<file path="src/rtl/turn_signal_sequencer.sv">
// Turn-signal lamp sequencer: left/right thermometer sweeps and hazard flash,
// paced by a free-running divider whose all-ones count acts as a clock enable.
module turn_signal_sequencer #(
    parameter int LAMPS     = 3,
    parameter int DIV_WIDTH = 26
) (
    input  logic             clk,
    input  logic             rst,
    input  logic             l,
    input  logic             r,
    input  logic             haz,
    output logic [LAMPS-1:0] left,
    output logic [LAMPS-1:0] right,
    output logic             tick,
    output logic             busy
);
    localparam int PW = $clog2(LAMPS + 1);
    localparam logic [PW-1:0] LAST = PW'(LAMPS);

    localparam logic [1:0] IDLE   = 2'd0;
    localparam logic [1:0] LEFT   = 2'd1;
    localparam logic [1:0] RIGHT  = 2'd2;
    localparam logic [1:0] HAZARD = 2'd3;

    logic [DIV_WIDTH-1:0] cnt;
    logic [1:0]           state;
    logic [PW-1:0]        phase;
    logic                 haz_req;

    assign tick    = &cnt;
    assign busy    = (state != IDLE);
    assign haz_req = haz | (l & r);

    function automatic logic [LAMPS-1:0] therm(input logic [PW-1:0] n);
        logic [LAMPS-1:0] t;
        for (int i = 0; i < LAMPS; i++) t[i] = (int'(n) > i);
        return t;
    endfunction

    always_ff @(posedge clk) begin
        if (rst) begin
            cnt   <= '0;
            state <= IDLE;
            phase <= '0;
            left  <= '0;
            right <= '0;
        end else begin
            cnt <= cnt + 1'b1;
            if (tick) begin
                case (state)
                    IDLE: begin
                        if (haz_req) begin
                            state <= HAZARD;
                            left  <= '1;
                            right <= '1;
                        end else if (l) begin
                            state <= LEFT;
                            phase <= PW'(1);
                            left  <= therm(PW'(1));
                            right <= '0;
                        end else if (r) begin
                            state <= RIGHT;
                            phase <= PW'(1);
                            left  <= '0;
                            right <= therm(PW'(1));
                        end else begin
                            left  <= '0;
                            right <= '0;
                        end
                    end
                    LEFT, RIGHT: begin
                        // Only hazard can interrupt a sweep; l/r changes wait for IDLE.
                        if (haz) begin
                            state <= HAZARD;
                            phase <= '0;
                            left  <= '1;
                            right <= '1;
                        end else if (phase < LAST) begin
                            phase <= phase + 1'b1;
                            if (state == LEFT) left  <= therm(phase + 1'b1);
                            else               right <= therm(phase + 1'b1);
                        end else begin
                            state <= IDLE;
                            phase <= '0;
                            left  <= '0;
                            right <= '0;
                        end
                    end
                    HAZARD: begin
                        // Both banks move together, so bit 0 of left tells on/off.
                        if (left[0]) begin
                            left  <= '0;
                            right <= '0;
                        end else if (haz_req) begin
                            left  <= '1;
                            right <= '1;
                        end else begin
                            state <= IDLE;
                        end
                    end
                    default: begin
                        state <= IDLE;
                        phase <= '0;
                        left  <= '0;
                        right <= '0;
                    end
                endcase
            end
        end
    end
endmodule
</file>
<file path="config.mk">
export PLATFORM = sky130hd
export DESIGN_NAME = turn_signal_sequencer
export DESIGN_NICKNAME = d
export VERILOG_FILES = /design/src/rtl/turn_signal_sequencer.sv
export SDC_FILE = /design/constraint.sdc
export NUM_CORES = 1
export LEC_CHECK = 0
export ABC_AREA = 1
export CORE_MARGIN = 2
export CORE_UTILIZATION = 53
export DETAILED_ROUTE_END_ITERATION = 12
export MAX_ROUTING_LAYER = met4
export PLACE_DENSITY_LB_ADDON = 0.08
export SYNTH_ARGS = -nofsm -noshare
export SYNTH_HDL_FRONTEND = slang
export SYNTH_SLANG_ARGS = --single-unit
</file>
<file path="constraint.sdc">
create_clock -name clk -period 1.6 [get_ports clk]
set_clock_uncertainty 0.15 [all_clocks]
set_input_delay 0.4 -clock clk [delete_from_list [all_inputs] [get_ports clk]]
set_output_delay 0.4 -clock clk [all_outputs]
set_load 0.03 [all_outputs]
</file>
==> results of run 1 <==
worst min-delay path, delay by kind of cell (launching register included):
kind | cells | cell delay (ns)
flops | 1 | 0.31
simple gates | 3 | 0.12
buf+inv | 1 | 0.04
metal layers:
metal	vias up	GRT usage, %	part of all wire (%)	routed length [um]
li1	1243	-	-	-
met1	1089	35.27	45	2772
met2	71	40.81	48	3004
met3	11	4.532	5.4	337
met4	0	9.804	1.4	86
met5	-	-	0	0
cell usage after synthesis:
| cell type | instances |
|---|---|
| xnor2_1 | 4 |
| nand2_1 | 95 |
| nor2_8 | 1 |
| o21ai_0 | 12 |
| nor3_2 | 1 |
| clkbuf_8 | 1 |
| ha_1 | 8 |
| clkbuf_1 | 1 |
| nand3_2 | 4 |
| and2_1 | 2 |
| nor2_2 | 10 |
| nand3_1 | 20 |
| clkinv_1 | 1 |
| a21oi_1 | 19 |
| nor3_1 | 5 |
| nand3b_1 | 1 |
| o21a_1 | 3 |
| nor4_1 | 1 |
| nand2_2 | 6 |
| nor2_4 | 6 |
| nand2_4 | 1 |
| xor2_1 | 1 |
| inv_2 | 2 |
| inv_1 | 32 |
| nor2_1 | 73 |
| buf_6 | 1 |
| dfxtp_1 | 36 |
| nand4_1 | 1 |
sequential cells by signal, summed over array words and instances, names as in the netlist:
register	count
cnt	26
left	3
phase	2
right	3
state	2
worst max-delay path by stage:
| stage | startpoint | to | depth (start not counted) |
|---|---|---|---|
| 2_1_floorplan | cnt[13] | tick | 4 |
| 3_3_place_gp | haz | phase[1] | 9 |
| 4_1_cts | cnt[16] | tick | 5 |
| 5_1_grt | cnt[22] | tick | 5 |
| 6_report | cnt[16] | tick | 5 |
| 3_5_place_dp | haz | phase[1] | 9 |
power breakdown:
part	internal, W	switching [W]	leakage, nW	total, W
clock network	0.000352	0.000361	0.0516	0.000714
registers	0.000899	0.00000840	0.298	0.000907
logic	0.0000423	0.0000549	1.08	0.0000972
timing repair:
action,4_1_cts,5_1_grt
setup endpoints to repair,18,17
resized for setup,24,53
setup buffers,6,3
pin swaps,4,17
cloned,0,0
through the flow:
stage	utilization, %	worst slack [ns]	power (W)	hold WS [ns]	instances
floorplan	-	-0.05357	0.0009820	0.2698	348
global placement	70.81	-0.3569	0.001019	0.3482	457
detailed placement	70.81	-0.4144	0.001021	0.3536	457
CTS	75.19	-0.3493	0.001714	0.3653	471
global route	79.60	-0.4321	0.001773	0.4158	474
finish	79.60	-0.3733	0.001718	0.3567	474
cells by family after synthesis:
kind of cell	Yosys count	synth area share, %
adder cells (fa/ha/maj)	8	4.469
AO/OA/AOI/OAI	34	7.933
AND/OR/NAND/NOR	227	46.31
flip-flops	36	32.18
buffers and inverters	38	7.151
XOR/XNOR	5	1.955
layout make-up:
type / count / share of cell area, %
clock buffer: 6 / 2.575
clock inverter: 2 / 0.4292
inverter: 35 / 4.409
multi-input combinational: 274 / 49.75
sequential: 36 / 23.21
tap: 50 / 1.951
timing repair buffer: 71 / 17.67
==> results.md, run 1 <==
- Die X: 69.01 um
- Sequential element share of the synthesized area: 32.18%
- Maximum vdd drop: 0.3464 mV
- Final period utilization: 123.3%
- Largest net degree at the start of global routing: 25
- Synthesized area: 2240 um^2
- Die Ht: about 69 um
- Unique cell type count in the Yosys netlist: 28
- Crit-path max FO: 2
- Vias per std cell: 5.093
- Max clock buf depth: 2
- First-pass GRT wire length: approximately 10 mm
- Slew @ Worst Pin: 0.3003 ns
- Final Hold Fails: 0
- Most Frequent Cell on Critical Path: nand2_2
- Critical path type: flop to output port
- Hold path depth: 4
- Slowest cell on the critical path: dfxtp_2
- Final slew viol count: 0
- Die area: 4762 um^2
- Clock Sinks: 36
- CTS root buf: clkbuf_8
- Reg-to-reg slack, setup: 0.04 ns
- Max Freq: approximately 510 MHz
- Fill count: 264
- Slack of the critical path: -0.3733 ns
- Violated checks: negative setup slack
- Clock Latency Late Sink: around 0.30 ns
- Clock Pin Slew Worst Setup and Hold Paths: 0.09 ns
- WP data arrival: approximately 1.4 ns
- Via count: 2414
- R2R Path End: cnt[25]
- Post-route cell area: about 3200 um^2
- Net count reported at finish: between 400 and 500
- Post-Syn Nets: 361
- R2r worst-path depth: 9
- Most common cell after layout, fill and taps aside: nand2_1
- Number of max-cap violations: 0
- Synth area leaders: dfxtp_1, nand2_1, nor2_1
- Hold Path Class: flop to flop
- CTS tree: done
- Syn avg cell area: 6.436 um^2
- Reg2reg start: cnt[16]
- Final setup violation count: 1
- Crit end category: output port
- Post-route ant nets: 0
- Crit path buf inv count: 1
- I/O pin total: 13
- Area of the multi-input gates: 1595 um^2
- Source of the worst hold timing path: right[2]
- GRT Util Overall: 26.61%
- HPWL Detailed: ~4.2 mm
- Vias in the first global route: about 2300
- Delay of the slowest critical-path stage: 0.38 ns
- Most frequent cells in the layout: nand2_1, nor2_1, buf_4
- Post-Syn Instances: between 300 and 400
- # port buffers: 12
- Routed length per instance: between 10 and 15 um
- CP Cell Sequence: nand2_2 -> nor2_4 -> nand2_2 -> nor4_4 -> buf_4
- Lkg Pwr: 1.425 nW
- Synthesis-stage register bit count: 36
- H-tree depth: 2
- Startpoint Class: flop
- Initial antenna violation count: 0
- Share of layout cells above drive strength 1: 38.44%
- Worst endpoint required time: ~1.1 ns
- Overflow after GRT: 0
- Hold buffers post-CTS: 0
- GP Congestion: around 0.91
- Routed wire length: 6.200 mm
- Crit path max-delay family: simple AND/OR/NAND/NOR gates
- Post-synth top area share: around 32%
- Min-Delay Endpoint: right[2]
- Pwr/cell area: 535.8 nW/um^2
- Register area: 744.5 um^2
- Synth-to-layout area growth: 43.18%
- # rows: 23
- Initial Utilization: 55.59%
- Status: finished, violations left
- Synth warnings: 0
- Slew margin rel.: 79.77%
- Yosys top cell by area: dfxtp_1
- Setup_tns: -0.3733 ns
- ANT cells: 0
- Min Tclk post-route: 1.973 ns
- Area post-placement: 2853 um^2
- Detailed-router iteration count before antenna repair: 4
- CTS Buf Count: 5
- DRC Markers: 0
- RSZ-0062 raised after global routing: yes
- Core ar.: 4029 um^2
- First DRT Iteration DRCs: 156
(Power assumes the default switching activity.)
==> inputs of run 2 (changes only) <==
--- a/config.mk
+++ b/config.mk
@@ -5,7 +5,6 @@
 export SDC_FILE = /design/constraint.sdc
 export NUM_CORES = 1
 export LEC_CHECK = 0
-export ABC_AREA = 1
 export CORE_MARGIN = 2
 export CORE_UTILIZATION = 53
 export DETAILED_ROUTE_END_ITERATION = 12
==> results.md, run 2 <==
- Hold buffers post-CTS: 0 (unchanged)
- Vias per std cell: 6.902 (+36%)
- Finished Core Util: 91.84% (+12 points)
- Max clock buf depth: 2 (unchanged)
- CTS tree: done
- HPWL Detailed: 4.104 mm (-3.0%)
- Routed length per instance: 24.95 um (+91%)
- DRC Markers: 0 (unchanged)
- Crit path max-delay family: simple AND/OR/NAND/NOR gates
- Largest Register: cnt
- Post-Syn Instances: 230 (-34%)
- Pwr/cell area: 585.4 nW/um^2 (+9.3%)
- CTS root buf: clkbuf_8
- Die X: 65.25 um (-5.4%)
- Synthesized area: 1988 um^2 (-11%)
- Die area: 4257 um^2 (-11%)
- Ys flop type: dfxtp_1
- Final period utilization: 143.7% (+20 points)
- Clock Sinks: 36 (unchanged)
- Min Tclk post-route: 2.299 ns (+0.3253 ns)
- Source of the worst hold timing path: right[0]
- Detailed-router iteration count before antenna repair: 5 (+1)
- Initial Utilization: 54.72% (-0.87 points)
- Synthesis-stage register bit count: 36 (unchanged)
- Worst slack at placement: -0.6437 ns (-0.2293 ns)
- # rows: 22 (-4.3%)
- I/O pin total: 13 (unchanged)
- Slew margin rel.: 75.49% (-4.3 points)
- Final Hold Fails: 0 (unchanged)
- Delay of the slowest critical-path stage: 0.36 ns (-0.02 ns)
- Unique cell type count in the Yosys netlist: 44 (+57%)
- Overflow after GRT: 0 (unchanged)
- Synth area leaders: dfxtp_1, ha_1, a21oi_1
- First-pass GRT wire length: 11.51 mm (+14%)
- Clock Latency Late Sink: 0.31 ns (about the same)
- Worst endpoint required time: 1.05 ns (about the same)
- Post-synth top area share: 36.25% (+4.1 points)
- Slack of the critical path: -0.6986 ns (-0.3253 ns)
- Top flop regs: cnt: 26 flops, left: 3 flops, right: 3 flops
- RSZ-0062 raised after global routing: yes
- Clock Pin Slew Worst Setup and Hold Paths: 0.07 ns (-0.02 ns)
- Die Ht: 65.25 um (-5.4%)
- Most common cell after layout, fill and taps aside: buf_4
- GP Congestion: 0.9073 (-0.38%)
- Lkg Pwr: 1.350 nW (-5.3%)
- Largest net degree at the start of global routing: 22 (-12%)
- Maximum vdd drop: 0.6589 mV (+90%)
- Hold Path Class: flop to flop
- Violated checks: negative setup slack
- ANT cells: 0 (unchanged)
- Slowest cell on the critical path: dfxtp_1
- Status: finished, violations left
- Yosys top cell by area: dfxtp_1
- Max Freq: 435.1 MHz (-14%)
- Sequential element share of the synthesized area: 36.25% (+4.1 points)
- Post-synth top cells: dfxtp_1, nor2_1, a21oi_1
- Vias in the first global route: 2384 (+4.5%)
- Number of max-cap violations: 0 (unchanged)
- H-tree depth: 2 (unchanged)
- Crit end category: output port
- Final slew viol count: 0 (unchanged)
- Crit. Startpoint: cnt[5]
- Syn avg cell area: 8.644 um^2 (+34%)
- Share of layout cells above drive strength 1: 57.55% (+19 points)
- # port buffers: 12 (unchanged)
- Most Frequent Cell on Critical Path: buf_4
- Startpoint Class: flop
- Synth warnings: 0 (unchanged)
- Net count reported at finish: 330 (-24%)
- Core ar.: 3633 um^2 (-9.8%)
- Max reg flops: 26 (unchanged)
- Count leader, synth: dfxtp_1
- CTS Buf Count: 5 (unchanged)
- FFs w/ async S/R, synth: 0% (unchanged)
- Reg2reg start: cnt[24]
- Post-Syn Nets: 243 (-33%)
- Most frequent cells in the layout: buf_4, nor2_1, dfxtp_2
- Slew @ Worst Pin: 0.3677 ns (+0.06742 ns)
- Initial antenna violation count: 0 (unchanged)
- WP data arrival: 1.75 ns (+0.33 ns)
- Routed wire length: 9.130 mm (+47%)
- First DRT Iteration DRCs: 345 (+120%)
- Crit path buf inv count: 3 (+2)
- EDFF count, synth: 0 (unchanged)
- GRT Util Overall: 37.13% (+11 points)
- Via count: 2526 (+4.6%)
- Final setup violation count: 26 (+25)
- Post-route ant nets: 0 (unchanged)
- Synth-to-layout area growth: 67.84%
- Critical path type: flop to output port
- CP Cell Sequence: buf_4 -> and2_0 -> buf_4 -> nand2_2 -> nor4_4 -> buf_4
- Crit-path max FO: 3 (+1)
run 2: per-stage QoR:
stage / std cells / hold WS (ns) / TNS [ns] / power [W] / cell area, um^2
final: 366 / 0.3572 / -9.409 / 0.001954 / 3337
after floorplan: 230 / 0.2822 / -4.216 / 0.0009840 / 2102
after CTS: 364 / 0.3351 / -7.028 / 0.001912 / 3158
after detailed placement: 344 / 0.3218 / -11.11 / 0.001040 / 2709
after global routing: 366 / 0.3915 / -10.08 / 0.001991 / 3337
after global placement: 344 / 0.3126 / -9.670 / 0.001034 / 2709
run 2: worst paths after layout:
path | slack (ns) | endpoint | depth (start not counted)
max reg2reg | -0.63 | state[0] | 4
max | -0.70 | tick | 6
min reg2reg | 0.36 | right[0] | 2
min | 0.36 | right[0] | 2
run 2: kinds of logic after synthesis:
logic type	count (synthesis)	synth area share [%]
xor+xnor	12	5.286
flops	36	36.25
mux	10	5.475
buf+inv	20	3.839
simple gates	98	28.89
fa+ha+maj	8	5.035
compound gates	46	15.23
run 2: worst register-to-register path: cells and delay by family (launching register included):
family	cells	cell delay, ns
and+or+nand+nor	3	1.24
muxes	1	0.31
DFF	1	0.43
run 2: cell type report:
class | instances | area (um^2)
Clock inverter | 1 | 30.03
Sequential cell | 36 | 747.0
Clock buffer | 7 | 96.34
Fill cell | 133 | 296.5
Multi-Input combinational cell | 175 | 1614
Tap cell | 48 | 60.06
Timing Repair Buffer | 91 | 757.0
Inverter | 8 | 32.53
run 2: what timing repair did:
| action | CTS | global route |
|---|---|---|
| setup buffers | 10 | 2 |
| endpoints found under the setup margin | 31 | 35 |
| gates resized for setup | 72 | 48 |
| cloned | 2 | 0 |
| pin swaps | 13 | 14 |
run 2: layer usage:
metal | part of all wire [%] | GRT usage, % | up-vias
met5 | 0 | - | -
met4 | 8.3 | 17.19 | 0
met3 | 8.3 | 8.219 | 86
met2 | 47 | 67.60 | 213
met1 | 37 | 37.82 | 1196
li1 | - | - | 1031
run 2: power breakdown:
| part | leakage (nW) | total [W] | switching, W | internal (W) |
|---|---|---|---|---|
| registers | 0.300 | 0.000907 | 0.00000590 | 0.000901 |
| logic | 0.986 | 0.000129 | 0.0000686 | 0.0000608 |
| clock network | 0.0645 | 0.000917 | 0.000367 | 0.000550 |
